**src/rtl/uart_cmd_decoder.sv**
```systemverilog
// Assembles 6-byte packets (SYNC, OP, ADDR_H, ADDR_L, DATA, CHK) from the UART receiver byte stream
// and presents validated pixel/config writes on a valid/ready interface.
`timescale 1ns/1ps
module uart_cmd_decoder #(
  parameter int unsigned TIMEOUT   = 704,
  parameter logic [7:0]  SYNC_BYTE = 8'hA5
) (
  input  logic        clk_16bd,
  input  logic        rst,
  input  logic [8:0]  frame,
  input  logic        frame_valid,
  input  logic        cmd_ready,
  output logic        cmd_valid,
  output logic        cmd_op,
  output logic [15:0] cmd_addr,
  output logic [7:0]  cmd_data,
  output logic [7:0]  err_count,
  output logic        busy
);

  localparam logic [2:0] S_SYNC   = 3'd0;
  localparam logic [2:0] S_OPCODE = 3'd1;
  localparam logic [2:0] S_ADDRH  = 3'd2;
  localparam logic [2:0] S_ADDRL  = 3'd3;
  localparam logic [2:0] S_DATA   = 3'd4;
  localparam logic [2:0] S_CHECK  = 3'd5;
  localparam logic [2:0] S_ISSUE  = 3'd6;

  localparam logic [15:0] TMO_LAST = 16'(TIMEOUT - 1);

  logic [2:0]  state_q, state_d;
  logic [7:0]  op_q, op_d;
  logic [7:0]  addrh_q, addrh_d;
  logic [7:0]  addrl_q, addrl_d;
  logic [7:0]  data_q, data_d;
  logic [7:0]  xor_q, xor_d;
  logic [15:0] tmo_q, tmo_d;
  logic [7:0]  err_q, err_d;
  logic        valid_q, valid_d;
  logic        cop_q, cop_d;
  logic [15:0] caddr_q, caddr_d;
  logic [7:0]  cdata_q, cdata_d;
  logic        busy_q, busy_d;
  logic        errInc;
  logic [7:0]  rxByte;
  logic        unused_frame_msb;

  assign rxByte           = frame[7:0];
  assign unused_frame_msb = frame[8];

  always_comb begin
    state_d = state_q;
    op_d    = op_q;
    addrh_d = addrh_q;
    addrl_d = addrl_q;
    data_d  = data_q;
    xor_d   = xor_q;
    tmo_d   = tmo_q;
    valid_d = valid_q;
    cop_d   = cop_q;
    caddr_d = caddr_q;
    cdata_d = cdata_q;
    errInc  = 1'b0;

    case (state_q)
      S_SYNC: begin
        if (frame_valid && rxByte == SYNC_BYTE) begin
          state_d = S_OPCODE;
          tmo_d   = '0;
          xor_d   = '0;
        end
      end
      S_OPCODE, S_ADDRH, S_ADDRL, S_DATA: begin
        if (frame_valid) begin
          tmo_d = '0;
          xor_d = xor_q ^ rxByte;
          case (state_q)
            S_OPCODE: begin op_d    = rxByte; state_d = S_ADDRH; end
            S_ADDRH:  begin addrh_d = rxByte; state_d = S_ADDRL; end
            S_ADDRL:  begin addrl_d = rxByte; state_d = S_DATA;  end
            default:  begin data_d  = rxByte; state_d = S_CHECK; end
          endcase
        end else if (tmo_q == TMO_LAST) begin
          errInc  = 1'b1;
          state_d = S_SYNC;
        end else begin
          tmo_d = tmo_q + 16'd1;
        end
      end
      S_CHECK: begin
        if (frame_valid) begin
          tmo_d = '0;
          if (rxByte == xor_q && (op_q == 8'h01 || op_q == 8'h02)) begin
            state_d = S_ISSUE;
            valid_d = 1'b1;
            cop_d   = (op_q == 8'h02);
            caddr_d = {addrh_q, addrl_q};
            cdata_d = data_q;
          end else begin
            errInc  = 1'b1;
            state_d = S_SYNC;
          end
        end else if (tmo_q == TMO_LAST) begin
          errInc  = 1'b1;
          state_d = S_SYNC;
        end else begin
          tmo_d = tmo_q + 16'd1;
        end
      end
      S_ISSUE: begin
        // A byte landing while a command is held has nowhere to go, so it is dropped and counted.
        if (frame_valid) errInc = 1'b1;
        if (valid_q && cmd_ready) begin
          valid_d = 1'b0;
          state_d = S_SYNC;
        end
      end
      default: state_d = S_SYNC;
    endcase

    busy_d = (state_d != S_SYNC);
    err_d  = (errInc && err_q != 8'hFF) ? err_q + 8'd1 : err_q;
  end

  always_ff @(posedge clk_16bd or negedge rst) begin
    if (!rst) begin
      state_q <= S_SYNC;
      op_q    <= '0;
      addrh_q <= '0;
      addrl_q <= '0;
      data_q  <= '0;
      xor_q   <= '0;
      tmo_q   <= '0;
      err_q   <= '0;
      valid_q <= 1'b0;
      cop_q   <= 1'b0;
      caddr_q <= '0;
      cdata_q <= '0;
      busy_q  <= 1'b0;
    end else begin
      state_q <= state_d;
      op_q    <= op_d;
      addrh_q <= addrh_d;
      addrl_q <= addrl_d;
      data_q  <= data_d;
      xor_q   <= xor_d;
      tmo_q   <= tmo_d;
      err_q   <= err_d;
      valid_q <= valid_d;
      cop_q   <= cop_d;
      caddr_q <= caddr_d;
      cdata_q <= cdata_d;
      busy_q  <= busy_d;
    end
  end

  assign cmd_valid = valid_q;
  assign cmd_op    = cop_q;
  assign cmd_addr  = caddr_q;
  assign cmd_data  = cdata_q;
  assign err_count = err_q;
  assign busy      = busy_q;

endmodule
```
**config.mk**
```make
export PLATFORM = sky130hd
export DESIGN_NAME = uart_cmd_decoder
export DESIGN_NICKNAME = d
export VERILOG_FILES = /design/src/rtl/uart_cmd_decoder.sv
export SDC_FILE = /design/constraint.sdc
export NUM_CORES = 1
export LEC_CHECK = 0
export ABC_AREA = 1
export CAP_MARGIN = 30
export CORE_MARGIN = 3
export CORE_UTILIZATION = 40
export CTS_CLUSTER_DIAMETER = 50
export CTS_CLUSTER_SIZE = 20
export DETAILED_ROUTE_END_ITERATION = 16
export PLACE_DENSITY = 0.7
export SYNTH_ARGS = -nofsm -noshare
export SYNTH_HDL_FRONTEND = slang
export SYNTH_SLANG_ARGS = --single-unit
```
**constraint.sdc**
```tcl
create_clock -name clk_16bd -period 5.1 [get_ports clk_16bd]
set_clock_uncertainty 0.15 [all_clocks]
set_input_delay 0.765 -clock clk_16bd [delete_from_list [all_inputs] [get_ports clk_16bd]]
set_output_delay 0.765 -clock clk_16bd [all_outputs]
set_load 0.01 [all_outputs]
```
==> impl_metrics.xml, run 1 <==
<?xml version="1.0" encoding="UTF-8"?>
<metrics>
  <group name="status">
    <metric name="run_status" unit="">completed</metric>
  </group>
  <group name="clocking">
    <metric name="path_clk_slew" unit="ns">0.06</metric>
    <metric name="later_pin_clock_latency_in_the_skew_report" unit="ns">0.34</metric>
    <metric name="post-cts-setup-buffer-count" unit="">0</metric>
    <metric name="cts_buffers" unit="">9</metric>
    <metric name="clock_tree.root_cell" unit="">sky130_fd_sc_hd__clkbuf_16</metric>
    <metric name="cts_resized" unit="">0</metric>
    <metric name="cts-hold-fix-buffers" unit="">0</metric>
    <metric name="clock_tree_from_tritoncts" unit="">done</metric>
    <metric name="cts_max_level" unit="">3</metric>
    <metric name="cts_num_sinks" unit="">94</metric>
    <metric name="clk_path_buf_depth" unit="">2</metric>
  </group>
  <group name="timing">
    <metric name="final.hold.worst_slack" unit="ns">0.242</metric>
    <metric name="timing.fmax" unit="MHz">311</metric>
    <metric name="layout_worst_path_cycle_share" unit="">0.631</metric>
    <metric name="final_hold_viol_count" unit="">0</metric>
    <metric name="timing.final.max_slew_violations" unit="">0</metric>
    <metric name="period_needed" unit="ns">3.22</metric>
    <metric name="slew_headroom" unit="">0.556</metric>
    <metric name="setup_violations" unit="">0</metric>
    <metric name="worst_max_slew_pin_slew" unit="ns">0.666</metric>
    <metric name="rsz0062_at_grt" unit="">no</metric>
    <metric name="setup_tns" unit="ns">0</metric>
  </group>
  <group name="drt">
    <metric name="num_vias" unit="">3709</metric>
    <metric name="drc" unit="">0</metric>
    <metric name="topRoutingLayerUsed" unit="">met4</metric>
    <metric name="routed-wl-met3" unit="um">349</metric>
    <metric name="wl_met2" unit="mm">4.41</metric>
    <metric name="drtAntennaViolNets" unit="">0</metric>
    <metric name="routed_via_density" unit="">5.01</metric>
    <metric name="drt_pre_antenna_iters" unit="">6</metric>
    <metric name="detail_route.wl_per_cell" unit="um">12.8</metric>
    <metric name="route.final.wire_length" unit="mm">9.50</metric>
    <metric name="route.layer.met1.wl" unit="mm">4.61</metric>
    <metric name="initialDrtViolationCount" unit="">284</metric>
  </group>
  <group name="global_route">
    <metric name="globalRouteTotalUtil" unit="">0.161</metric>
    <metric name="overflow_left_after_global_routing" unit="">0</metric>
    <metric name="grt_pass1_wl" unit="mm">17.0</metric>
    <metric name="pin_count_of_the_biggest_net_entering_global_routing" unit="">57</metric>
    <metric name="grt_antenna_before_repair" unit="">0</metric>
    <metric name="number_of_global_route_vias_before_repair" unit="">3584</metric>
  </group>
  <group name="placement">
    <metric name="dpl.hpwl" unit="mm">6.71</metric>
    <metric name="place_congestion" unit="">0.862</metric>
    <metric name="buffer_ports.inserted" unit="">46</metric>
    <metric name="post-place-cells" unit="">725</metric>
  </group>
  <group name="final_layout">
    <metric name="post_route_cells_drive_above_1_share" unit="">0.0998</metric>
    <metric name="antenna_cells_inserted" unit="">0</metric>
    <metric name="final_util" unit="">0.489</metric>
    <metric name="areaGrowthSynthToFinish" unit="%">17.5</metric>
    <metric name="num-nets-final" unit="">611</metric>
    <metric name="stdcell_count" unit="">741</metric>
  </group>
  <group name="worst_setup_path">
    <metric name="cp.required" unit="ns">5.16</metric>
    <metric name="arrival" unit="ns">3.28</metric>
    <metric name="number_of_cells_traversed_by_the_worst_register_to_register_path" unit="">9</metric>
    <metric name="r2r_setup_slack" unit="ns">2.85</metric>
    <metric name="critPathCapture" unit="">cmd_addr[3]</metric>
    <metric name="timing.critical_path.from_type" unit="">primary input</metric>
    <metric name="timing.critical_path.fanout_max" unit="">27</metric>
    <metric name="critical_path.startpoint" unit="">frame_valid</metric>
    <metric name="worstSetupPathType" unit="">in2reg</metric>
    <metric name="worst_r2r_startpoint" unit="">state_q[2]</metric>
    <metric name="reg2reg_to" unit="">tmo_q[0]</metric>
    <metric name="crit_end_element" unit="">flip-flop</metric>
  </group>
  <group name="power_and_ir_drop">
    <metric name="vdd.ir_drop.worst" unit="mV">0.174</metric>
    <metric name="power_density" unit="nW/um2">432</metric>
    <metric name="cellLeakagePower" unit="nW">2.55</metric>
  </group>
  <group name="die">
    <metric name="std_cell_rows" unit="">38</metric>
    <metric name="core_area" unit="um2">11000</metric>
    <metric name="pin_count" unit="">48</metric>
    <metric name="floorplan.initialDensity" unit="">0.416</metric>
    <metric name="dieArea" unit="um2">12800</metric>
    <metric name="die_width" unit="um">113</metric>
    <metric name="die_h" unit="um">113</metric>
  </group>
  <group name="synth">
    <metric name="yosysUniqueCellTypes" unit="">32</metric>
    <metric name="syn_area" unit="um2">4590</metric>
    <metric name="synthesis.yosys.warnings" unit="">0</metric>
    <metric name="avg_synthesized_cell_area" unit="um2">8.28</metric>
    <metric name="ys_ff_latch" unit="">94</metric>
    <metric name="seq_area_frac_synth" unit="">0.512</metric>
    <metric name="syn-instance-count" unit="">555</metric>
    <metric name="synthesis.nets" unit="">570</metric>
  </group>
  <group name="job">
    <metric name="maxCapViolations" unit="">0</metric>
  </group>
  <group name="worst_hold_path">
    <metric name="min_path_type" unit="">in2async</metric>
  </group>
</metrics>
==> how the worst min path moves through the flow <==
stage / startpoint / end / slack, ns / cells past startpoint
2_1_floorplan: addrh_q[0] / addrh_q[0] / 0.30 / 2
3_3_place_gp: cmd_addr[1] / cmd_addr[1] / 0.32 / 2
3_5_place_dp: cmd_addr[12] / cmd_addr[12] / 0.32 / 2
4_1_cts: rst / xor_q[4] / 0.26 / 1
5_1_grt: rst / xor_q[4] / 0.28 / 1
6_report: rst / cmd_data[5] / 0.24 / 1
==> layout by cell type (no fill, tap or decap), drive strengths merged <==
cell,netlist,routed
xor2,5,5
inv,71,72
xnor2,2,2
o21ai,80,80
or2,3,3
o2111ai,1,1
and3,1,1
o22ai,2,2
nand4,28,28
o31ai,2,2
nand2,167,167
clkinvlp,0,1
clkbuf,5,12
dfrtp,94,94
nor3,9,9
clkinv,0,2
nand3,37,37
clkdlybuf4s50,0,45
a21oi,3,3
buf,13,3
ha,2,2
nor2,30,30
==> registers in the layout, indices dropped and copies added, names as in the netlist <==
register and count:
data_q 8, addrh_q 8, cmd_valid 1, cmd_addr 16
tmo_q 16, op_q 8, busy 1, err_count 8
cmd_op 1, addrl_q 8, xor_q 8, cmd_data 8
state_q 3
==> layout make-up <==
cell class / count / area, um2
Clock buffer: 12 / 246
Tap cell: 140 / 175
Clock inverter: 4 / 30.0
Timing Repair Buffer: 48 / 473
Fill cell: 1065 / 5630
Inverter: 71 / 267
Sequential cell: 94 / 2350
Multi-Input combinational cell: 372 / 1850
==> report_power, final <==
group          switching, mW  internal, mW
combinational          0.433         0.225
clock                  0.272         0.346
sequential             0.130         0.923
total                  0.835          1.49
==> Yosys cell counts <==
cell                        instances  share of area
sky130_fd_sc_hd__inv_2             12         0.0098
sky130_fd_sc_hd__o2111ai_1          1         0.0019
sky130_fd_sc_hd__a21oi_1            3         0.0033
sky130_fd_sc_hd__nand2_2            9          0.012
sky130_fd_sc_hd__nand3_1           33          0.036
sky130_fd_sc_hd__or2_2              3         0.0041
sky130_fd_sc_hd__nand3_4            3          0.011
sky130_fd_sc_hd__nor2_4             4         0.0098
sky130_fd_sc_hd__nand4_1           26          0.035
sky130_fd_sc_hd__nor2_2             2         0.0027
sky130_fd_sc_hd__clkbuf_1           5         0.0041
sky130_fd_sc_hd__xnor2_1            2         0.0038
sky130_fd_sc_hd__ha_1               2         0.0054
sky130_fd_sc_hd__nor3_1             9         0.0098
sky130_fd_sc_hd__nand2_4            2         0.0049
sky130_fd_sc_hd__and3_1             1         0.0014
sky130_fd_sc_hd__nand3_2            1         0.0022
sky130_fd_sc_hd__buf_4              1         0.0016
sky130_fd_sc_hd__buf_6              3         0.0074
sky130_fd_sc_hd__buf_2              8         0.0087
sky130_fd_sc_hd__o21ai_2            5         0.0095
sky130_fd_sc_hd__o21ai_1           19          0.021
sky130_fd_sc_hd__dfrtp_1           94           0.51
sky130_fd_sc_hd__nand4_2            2         0.0054
sky130_fd_sc_hd__nor2_1            24          0.020
sky130_fd_sc_hd__buf_12             1         0.0044
sky130_fd_sc_hd__inv_1             59          0.048
sky130_fd_sc_hd__xor2_1             5         0.0095
sky130_fd_sc_hd__o21ai_0           56          0.061
sky130_fd_sc_hd__nand2_1          156           0.13
sky130_fd_sc_hd__o22ai_1            2         0.0027
sky130_fd_sc_hd__o31ai_1            2         0.0033
==> stage by stage <==
step                power, mW  worst slack, ns  cell area [um2]
global placement         1.70             1.60             5120
finish                   2.33             1.88             5400
CTS                      2.36             1.89             5400
detailed placement       1.73             1.53             5120
global route             2.52             1.64             5400
floorplan                1.58             3.21             4590
==> layer usage <==
layer,GRT usage,up-vias
met3,0.0283,11
met1,0.226,1744
met2,0.253,68
met4,0.0561,0
met5,0,-
li1,-,1886
==> worst max-delay path, stage by stage <==
cell and delay, ns:
sky130_fd_sc_hd__clkdlybuf4s50_1 0.85, sky130_fd_sc_hd__inv_2 0.34, sky130_fd_sc_hd__nor2_4 0.19, sky130_fd_sc_hd__nand4_2 0.53
sky130_fd_sc_hd__buf_4 0.45, sky130_fd_sc_hd__nand2_1 0.08, sky130_fd_sc_hd__o21ai_0 0.08
==> cells by family (layout without fill, tap and decap cells) <==
family,after synthesis,after routing,synth area share
simple gates,275,275,0.282
flops,94,94,0.512
buf+inv,89,135,0.0842
compound gates,88,88,0.102
xor+xnor,7,7,0.0133
fa+ha+maj,2,2,0.00545
(Power assumes the default switching activity.)
==> inputs of run 2 (changes only) <==
- clock period: 5.1 -> 3.11 ns (I/O delays scaled with it)
==> impl_metrics.xml, run 2 (synthesis gave the netlist of run 1 again) <==
<?xml version="1.0" encoding="UTF-8"?>
<metrics>
  <group name="global_route">
    <metric name="number_of_global_route_vias_before_repair" unit="">3672</metric>
    <metric name="pin_count_of_the_biggest_net_entering_global_routing" unit="">55</metric>
    <metric name="grt_pass1_wl" unit="mm">17.2</metric>
    <metric name="grt_antenna_before_repair" unit="">0</metric>
    <metric name="globalRouteTotalUtil" unit="">0.166</metric>
    <metric name="overflow_left_after_global_routing" unit="">0</metric>
  </group>
  <group name="timing">
    <metric name="setup_tns" unit="ns">0</metric>
    <metric name="final.hold.worst_slack" unit="ns">0.337</metric>
    <metric name="timing.fmax" unit="MHz">453</metric>
    <metric name="slew_headroom" unit="">0.646</metric>
    <metric name="worst_max_slew_pin_slew" unit="ns">0.529</metric>
    <metric name="period_needed" unit="ns">2.21</metric>
    <metric name="layout_worst_path_cycle_share" unit="">0.710</metric>
    <metric name="setup_violations" unit="">0</metric>
    <metric name="rsz0062_at_grt" unit="">no</metric>
    <metric name="timing.final.ws_setup" unit="ns">0.903</metric>
    <metric name="timing.final.max_slew_violations" unit="">0</metric>
    <metric name="final_hold_viol_count" unit="">0</metric>
  </group>
  <group name="final_layout">
    <metric name="stdcell_count" unit="">745</metric>
    <metric name="mostFrequentLayoutCells" unit="">sky130_fd_sc_hd__nand2_1 (156), sky130_fd_sc_hd__dfrtp_1 (94), sky130_fd_sc_hd__inv_1 (59)</metric>
    <metric name="most_frequent_standard_cell_in_the_layout_excluding_fill_and_tap_cells" unit="">sky130_fd_sc_hd__nand2_1</metric>
    <metric name="antenna_cells_inserted" unit="">0</metric>
    <metric name="post_route_cells_drive_above_1_share" unit="">0.106</metric>
    <metric name="areaGrowthSynthToFinish" unit="%">19.2</metric>
    <metric name="num-nets-final" unit="">615</metric>
  </group>
  <group name="placement">
    <metric name="placement.setup.worst_slack" unit="ns">0.562</metric>
    <metric name="buffer_ports.inserted" unit="">46</metric>
    <metric name="post-place-cells" unit="">728</metric>
    <metric name="place_congestion" unit="">0.840</metric>
    <metric name="dpl.hpwl" unit="mm">7.01</metric>
  </group>
  <group name="drt">
    <metric name="detail_route.wl_per_cell" unit="um">13.5</metric>
    <metric name="drc" unit="">0</metric>
    <metric name="drtAntennaViolNets" unit="">0</metric>
    <metric name="initialDrtViolationCount" unit="">405</metric>
    <metric name="num_vias" unit="">3765</metric>
    <metric name="route.final.wire_length" unit="mm">10.1</metric>
    <metric name="routed_via_density" unit="">5.05</metric>
    <metric name="drt_pre_antenna_iters" unit="">4</metric>
  </group>
  <group name="status">
    <metric name="run_status" unit="">completed</metric>
  </group>
  <group name="clocking">
    <metric name="cts_num_sinks" unit="">94</metric>
    <metric name="clock_tree_from_tritoncts" unit="">done</metric>
    <metric name="clk_path_buf_depth" unit="">2</metric>
    <metric name="path_clk_slew" unit="ns">0.07</metric>
    <metric name="cts-hold-fix-buffers" unit="">1</metric>
    <metric name="cts_max_level" unit="">3</metric>
    <metric name="cts_resized" unit="">0</metric>
    <metric name="clock_tree.root_cell" unit="">sky130_fd_sc_hd__clkbuf_16</metric>
    <metric name="post-cts-setup-buffer-count" unit="">0</metric>
    <metric name="cts_buffers" unit="">9</metric>
    <metric name="later_pin_clock_latency_in_the_skew_report" unit="ns">0.35</metric>
  </group>
  <group name="die">
    <metric name="pin_count" unit="">48</metric>
    <metric name="die_width" unit="um">113</metric>
    <metric name="die_h" unit="um">113</metric>
    <metric name="core_area" unit="um2">11000</metric>
    <metric name="std_cell_rows" unit="">38</metric>
    <metric name="floorplan.initialDensity" unit="">0.416</metric>
    <metric name="dieArea" unit="um2">12800</metric>
  </group>
  <group name="power_and_ir_drop">
    <metric name="power_density" unit="nW/um2">725</metric>
    <metric name="cellLeakagePower" unit="nW">2.58</metric>
    <metric name="vdd.ir_drop.worst" unit="mV">0.356</metric>
  </group>
  <group name="worst_setup_path">
    <metric name="timing.critical_path.from_type" unit="">flip-flop</metric>
    <metric name="cp.required" unit="ns">3.19</metric>
    <metric name="crit_end_element" unit="">flip-flop</metric>
    <metric name="timing.critical_path.fanout_max" unit="">18</metric>
    <metric name="arrival" unit="ns">2.29</metric>
    <metric name="worstSetupPathType" unit="">reg2reg</metric>
  </group>
  <group name="job">
    <metric name="maxCapViolations" unit="">0</metric>
  </group>
  <group name="worst_hold_path">
    <metric name="min_path_type" unit="">reg2reg</metric>
  </group>
</metrics>
[run 2: metal layers]
metal	vias up	track usage	share of wire
li1	1889	-	-
met1	1783	0.221	0.47
met2	82	0.259	0.47
met3	11	0.0428	0.049
met4	0	0.0713	0.015
met5	-	0	0
[run 2: final timing paths]
| path | start | end | slack (ns) | cells after the start |
|---|---|---|---|---|
| max | state_q[2] | tmo_q[0] | 0.90 | 9 |
| min | addrh_q[4] | addrh_q[4] | 0.34 | 2 |
| max reg2reg | state_q[2] | tmo_q[0] | 0.90 | 9 |
| min reg2reg | addrh_q[4] | addrh_q[4] | 0.34 | 2 |
| max in group asynchronous | rst | cmd_valid | 1.64 | 3 |
| min in group asynchronous | rst | cmd_data[5] | 0.49 | 2 |
[run 2: where the power goes]
group | internal, mW | leakage (nW) | total, mW | switching, mW
Clock | 0.654 | 0.147 | 1.14 | 0.487
Combinational | 0.376 | 1.19 | 1.10 | 0.720
Sequential | 1.51 | 1.25 | 1.73 | 0.216
[run 2: worst max-delay path: stages (launching register included)]
cell and delay (ns):
sky130_fd_sc_hd__dfrtp_1 0.54, sky130_fd_sc_hd__inv_1 0.17, sky130_fd_sc_hd__nand2_2 0.14, sky130_fd_sc_hd__nand3_4 0.22
sky130_fd_sc_hd__nand2_4 0.13, sky130_fd_sc_hd__nor2_4 0.05, sky130_fd_sc_hd__nor2_4 0.31, sky130_fd_sc_hd__inv_2 0.21
sky130_fd_sc_hd__nand2_1 0.12, sky130_fd_sc_hd__o21ai_2 0.05
[run 2: layout make-up]
type | instances | area, um2
fill | 1058 | 5560
sequential | 94 | 2350
tap | 140 | 175
clock buffer | 11 | 243
clock inverter | 5 | 63.8
timing repair buffer | 52 | 518
inverter | 71 | 267
multi-input combinational | 372 | 1850
[run 2: stage by stage]
stage	area [um2]	utilization	power [mW]
CTS	5470	0.496	4.00
floorplan	4590	-	2.59
global route	5470	0.496	4.26
finish	5470	0.496	3.97
detailed placement	5160	0.467	2.85
global placement	5160	0.467	2.79
==> inputs of run 3 (changes only) <==
- PLACE_DENSITY: 0.7 -> 0.72
- clock period: 3.11 -> 2 ns (I/O delays scaled with it)
==> impl_metrics.xml, run 3 (synthesis gave the netlist of run 1 again) <==
<?xml version="1.0" encoding="UTF-8"?>
<metrics>
  <group name="worst_setup_path">
    <metric name="crit_path_frequent_cell" unit="">sky130_fd_sc_hd__nand2_1</metric>
    <metric name="arrival" unit="ns">1.88</metric>
    <metric name="r2r_setup_slack" unit="ns">0.19</metric>
    <metric name="number_of_cells_traversed_by_the_worst_register_to_register_path" unit="">9</metric>
    <metric name="worst_r2r_startpoint" unit="">tmo_q[2]</metric>
    <metric name="critPathMaxStageDelay" unit="ns">0.44</metric>
    <metric name="timing.critical_path.from_type" unit="">flip-flop</metric>
    <metric name="reg2reg_to" unit="">tmo_q[9]</metric>
    <metric name="timing.critical_path.slowest_stage_cell" unit="">sky130_fd_sc_hd__dfrtp_1</metric>
    <metric name="crit_end_element" unit="">flip-flop</metric>
    <metric name="cp.required" unit="ns">2.07</metric>
    <metric name="worstPathCellList" unit="">nand2_1 -&gt; nor2_1 -&gt; nand2_1 -&gt; inv_1 -&gt; nand2_1 -&gt; o21ai_0 -&gt; nor2_1 -&gt; nand3_1 -&gt; nand2_1</metric>
    <metric name="timing.critical_path.fanout_max" unit="">6</metric>
    <metric name="worstSetupPathType" unit="">reg2reg</metric>
  </group>
  <group name="final_layout">
    <metric name="antenna_cells_inserted" unit="">0</metric>
    <metric name="final_util" unit="">0.517</metric>
    <metric name="areaGrowthSynthToFinish" unit="%">24.1</metric>
    <metric name="seq_area" unit="um2">2350</metric>
    <metric name="design_area" unit="um2">5700</metric>
    <metric name="fillers" unit="">1010</metric>
    <metric name="mostFrequentLayoutCells" unit="">sky130_fd_sc_hd__nand2_1 (156), sky130_fd_sc_hd__dfrtp_1 (94), sky130_fd_sc_hd__inv_1 (59)</metric>
    <metric name="most_frequent_standard_cell_in_the_layout_excluding_fill_and_tap_cells" unit="">sky130_fd_sc_hd__nand2_1</metric>
    <metric name="multi_input_area" unit="um2">1860</metric>
    <metric name="num-nets-final" unit="">640</metric>
    <metric name="post_route_cells_drive_above_1_share" unit="">0.143</metric>
  </group>
  <group name="drt">
    <metric name="num_vias" unit="">3855</metric>
    <metric name="drc" unit="">0</metric>
    <metric name="drt_pre_antenna_iters" unit="">5</metric>
    <metric name="drtAntennaViolNets" unit="">0</metric>
    <metric name="initialDrtViolationCount" unit="">282</metric>
    <metric name="detail_route.wl_per_cell" unit="um">12.7</metric>
    <metric name="route.final.wire_length" unit="mm">9.82</metric>
    <metric name="routed_via_density" unit="">5.01</metric>
  </group>
  <group name="power_and_ir_drop">
    <metric name="power.clock.fraction" unit="">0.292</metric>
    <metric name="vdd.ir_drop.worst" unit="mV">0.545</metric>
    <metric name="sw_frac_of_total" unit="">0.341</metric>
    <metric name="combinational_fraction_of_design_power" unit="">0.290</metric>
    <metric name="cellLeakagePower" unit="nW">2.72</metric>
    <metric name="power_density" unit="nW/um2">1130</metric>
    <metric name="seqPwrFrac" unit="">0.417</metric>
    <metric name="p_switching" unit="mW">2.20</metric>
    <metric name="intPower" unit="mW">4.25</metric>
  </group>
  <group name="worst_hold_path">
    <metric name="holdCritStartpoint" unit="">cmd_addr[15]</metric>
    <metric name="min_path_type" unit="">reg2reg</metric>
    <metric name="worst_hold_path.num_cells" unit="">2</metric>
    <metric name="worstHoldEndpoint" unit="">cmd_addr[15]</metric>
  </group>
  <group name="placement">
    <metric name="buffer_ports.inserted" unit="">46</metric>
    <metric name="dpl.hpwl" unit="mm">6.96</metric>
    <metric name="placement.setup.worst_slack" unit="ns">-0.108</metric>
    <metric name="placement.cell_area" unit="um2">5360</metric>
    <metric name="place_congestion" unit="">0.900</metric>
  </group>
  <group name="clocking">
    <metric name="clock_tree_from_tritoncts" unit="">done</metric>
    <metric name="clock_tree.root_cell" unit="">sky130_fd_sc_hd__clkbuf_16</metric>
    <metric name="cts_buffers" unit="">9</metric>
    <metric name="path_clk_slew" unit="ns">0.07</metric>
    <metric name="cts_max_level" unit="">3</metric>
    <metric name="cts_num_sinks" unit="">94</metric>
    <metric name="later_pin_clock_latency_in_the_skew_report" unit="ns">0.34</metric>
    <metric name="clk_path_buf_depth" unit="">2</metric>
    <metric name="post-cts-setup-buffer-count" unit="">0</metric>
  </group>
  <group name="global_route">
    <metric name="number_of_global_route_vias_before_repair" unit="">3685</metric>
    <metric name="grt_pass1_wl" unit="mm">16.6</metric>
    <metric name="pin_count_of_the_biggest_net_entering_global_routing" unit="">95</metric>
    <metric name="grt_antenna_before_repair" unit="">0</metric>
    <metric name="globalRouteTotalUtil" unit="">0.158</metric>
    <metric name="overflow_left_after_global_routing" unit="">0</metric>
  </group>
  <group name="timing">
    <metric name="timing.final.ws_setup" unit="ns">0.195</metric>
    <metric name="setup_violations" unit="">0</metric>
    <metric name="period_needed" unit="ns">1.81</metric>
    <metric name="final_hold_viol_count" unit="">0</metric>
    <metric name="timing.final.max_slew_violations" unit="">0</metric>
    <metric name="worst_max_slew_pin_slew" unit="ns">0.496</metric>
    <metric name="layout_worst_path_cycle_share" unit="">0.903</metric>
    <metric name="rsz0062_at_grt" unit="">no</metric>
    <metric name="timing.fmax" unit="MHz">554</metric>
    <metric name="slew_headroom" unit="">0.669</metric>
  </group>
  <group name="die">
    <metric name="dieArea" unit="um2">12800</metric>
    <metric name="die_width" unit="um">113</metric>
    <metric name="floorplan.initialDensity" unit="">0.416</metric>
    <metric name="core_area" unit="um2">11000</metric>
    <metric name="std_cell_rows" unit="">38</metric>
    <metric name="pin_count" unit="">48</metric>
    <metric name="die_h" unit="um">113</metric>
  </group>
  <group name="status">
    <metric name="run_status" unit="">completed</metric>
  </group>
  <group name="job">
    <metric name="maxCapViolations" unit="">0</metric>
  </group>
</metrics>
run 3: changes by cell type in the layout (fill, tap and decap cells not counted):
cell | before | now
sky130_fd_sc_hd__buf_12 | 1 | 2
sky130_fd_sc_hd__inv_6 | 3 | 1
sky130_fd_sc_hd__bufinv_16 | 1 | 2
sky130_fd_sc_hd__clkbuf_8 | 1 | 2
sky130_fd_sc_hd__nor2_2 | 2 | 3
sky130_fd_sc_hd__buf_4 | 5 | 29
sky130_fd_sc_hd__nor2_1 | 24 | 23
run 3: through the flow:
| stage | setup TNS [ns] | std cells | total power [mW] | hold WS (ns) |
|---|---|---|---|---|
| 2_1_floorplan | 0 | 555 | 4.03 | -0.146 |
| 3_3_place_gp | -0.876 | 753 | 4.51 | 0.235 |
| 3_5_place_dp | -2.12 | 753 | 4.58 | 0.246 |
| 4_1_cts | 0 | 770 | 6.50 | 0.339 |
| 5_1_grt | 0 | 770 | 6.90 | 0.350 |
| 6_report | 0 | 770 | 6.45 | 0.333 |
run 3: worst max path at each step:
stage | start | endpoint | slack [ns]
2_1_floorplan | tmo_q[1] | tmo_q[6] | 0.33
3_3_place_gp | frame[0] | err_count[5] | -0.06
3_5_place_dp | frame[0] | busy | -0.11
4_1_cts | err_count[0] | err_count[0] | 0.18
5_1_grt | frame[7] | err_count[4] | 0.02
6_report | tmo_q[2] | tmo_q[9] | 0.19
run 3: area by class of cell:
type / count / share of cell area
Clock buffer: 12 / 0.0450
Clock inverter: 4 / 0.0134
Inverter: 71 / 0.0467
Multi-Input combinational cell: 372 / 0.326
Sequential cell: 94 / 0.413
Tap cell: 140 / 0.0307
Timing Repair Buffer: 77 / 0.126
run 3: metal layers:
metal	vias to the layer above	wire [um]	global-route usage
met2	94	4530	0.256
li1	1947	-	-
met1	1799	4620	0.207
met5	-	0	0
met4	0	194	0.0625
met3	15	466	0.0332
run 3: power groups by stage:
stage	clock network [mW]	logic, mW	registers (mW)
final	1.89	1.87	2.69
after global routing	2.00	2.14	2.75
after floorplan	0	1.41	2.62
after CTS	1.93	1.88	2.69
after detailed placement	0	1.86	2.72
after global placement	0	1.82	2.69
run 3: critical path: cells and delay by family (launching register included):
family,cells,cell delay [ns]
and+or+nand+nor,7,0.80
buffers and inverters,1,0.13
DFF,1,0.44
AOI/OAI and AO/OA,1,0.17
run 3: timing repair:
item                                    in CTS  in global routing
endpoints found under the setup margin       0                  1
endpoints found under the hold margin       94                  0
resized for setup                            0                  1
hold buffers                                 1                  0
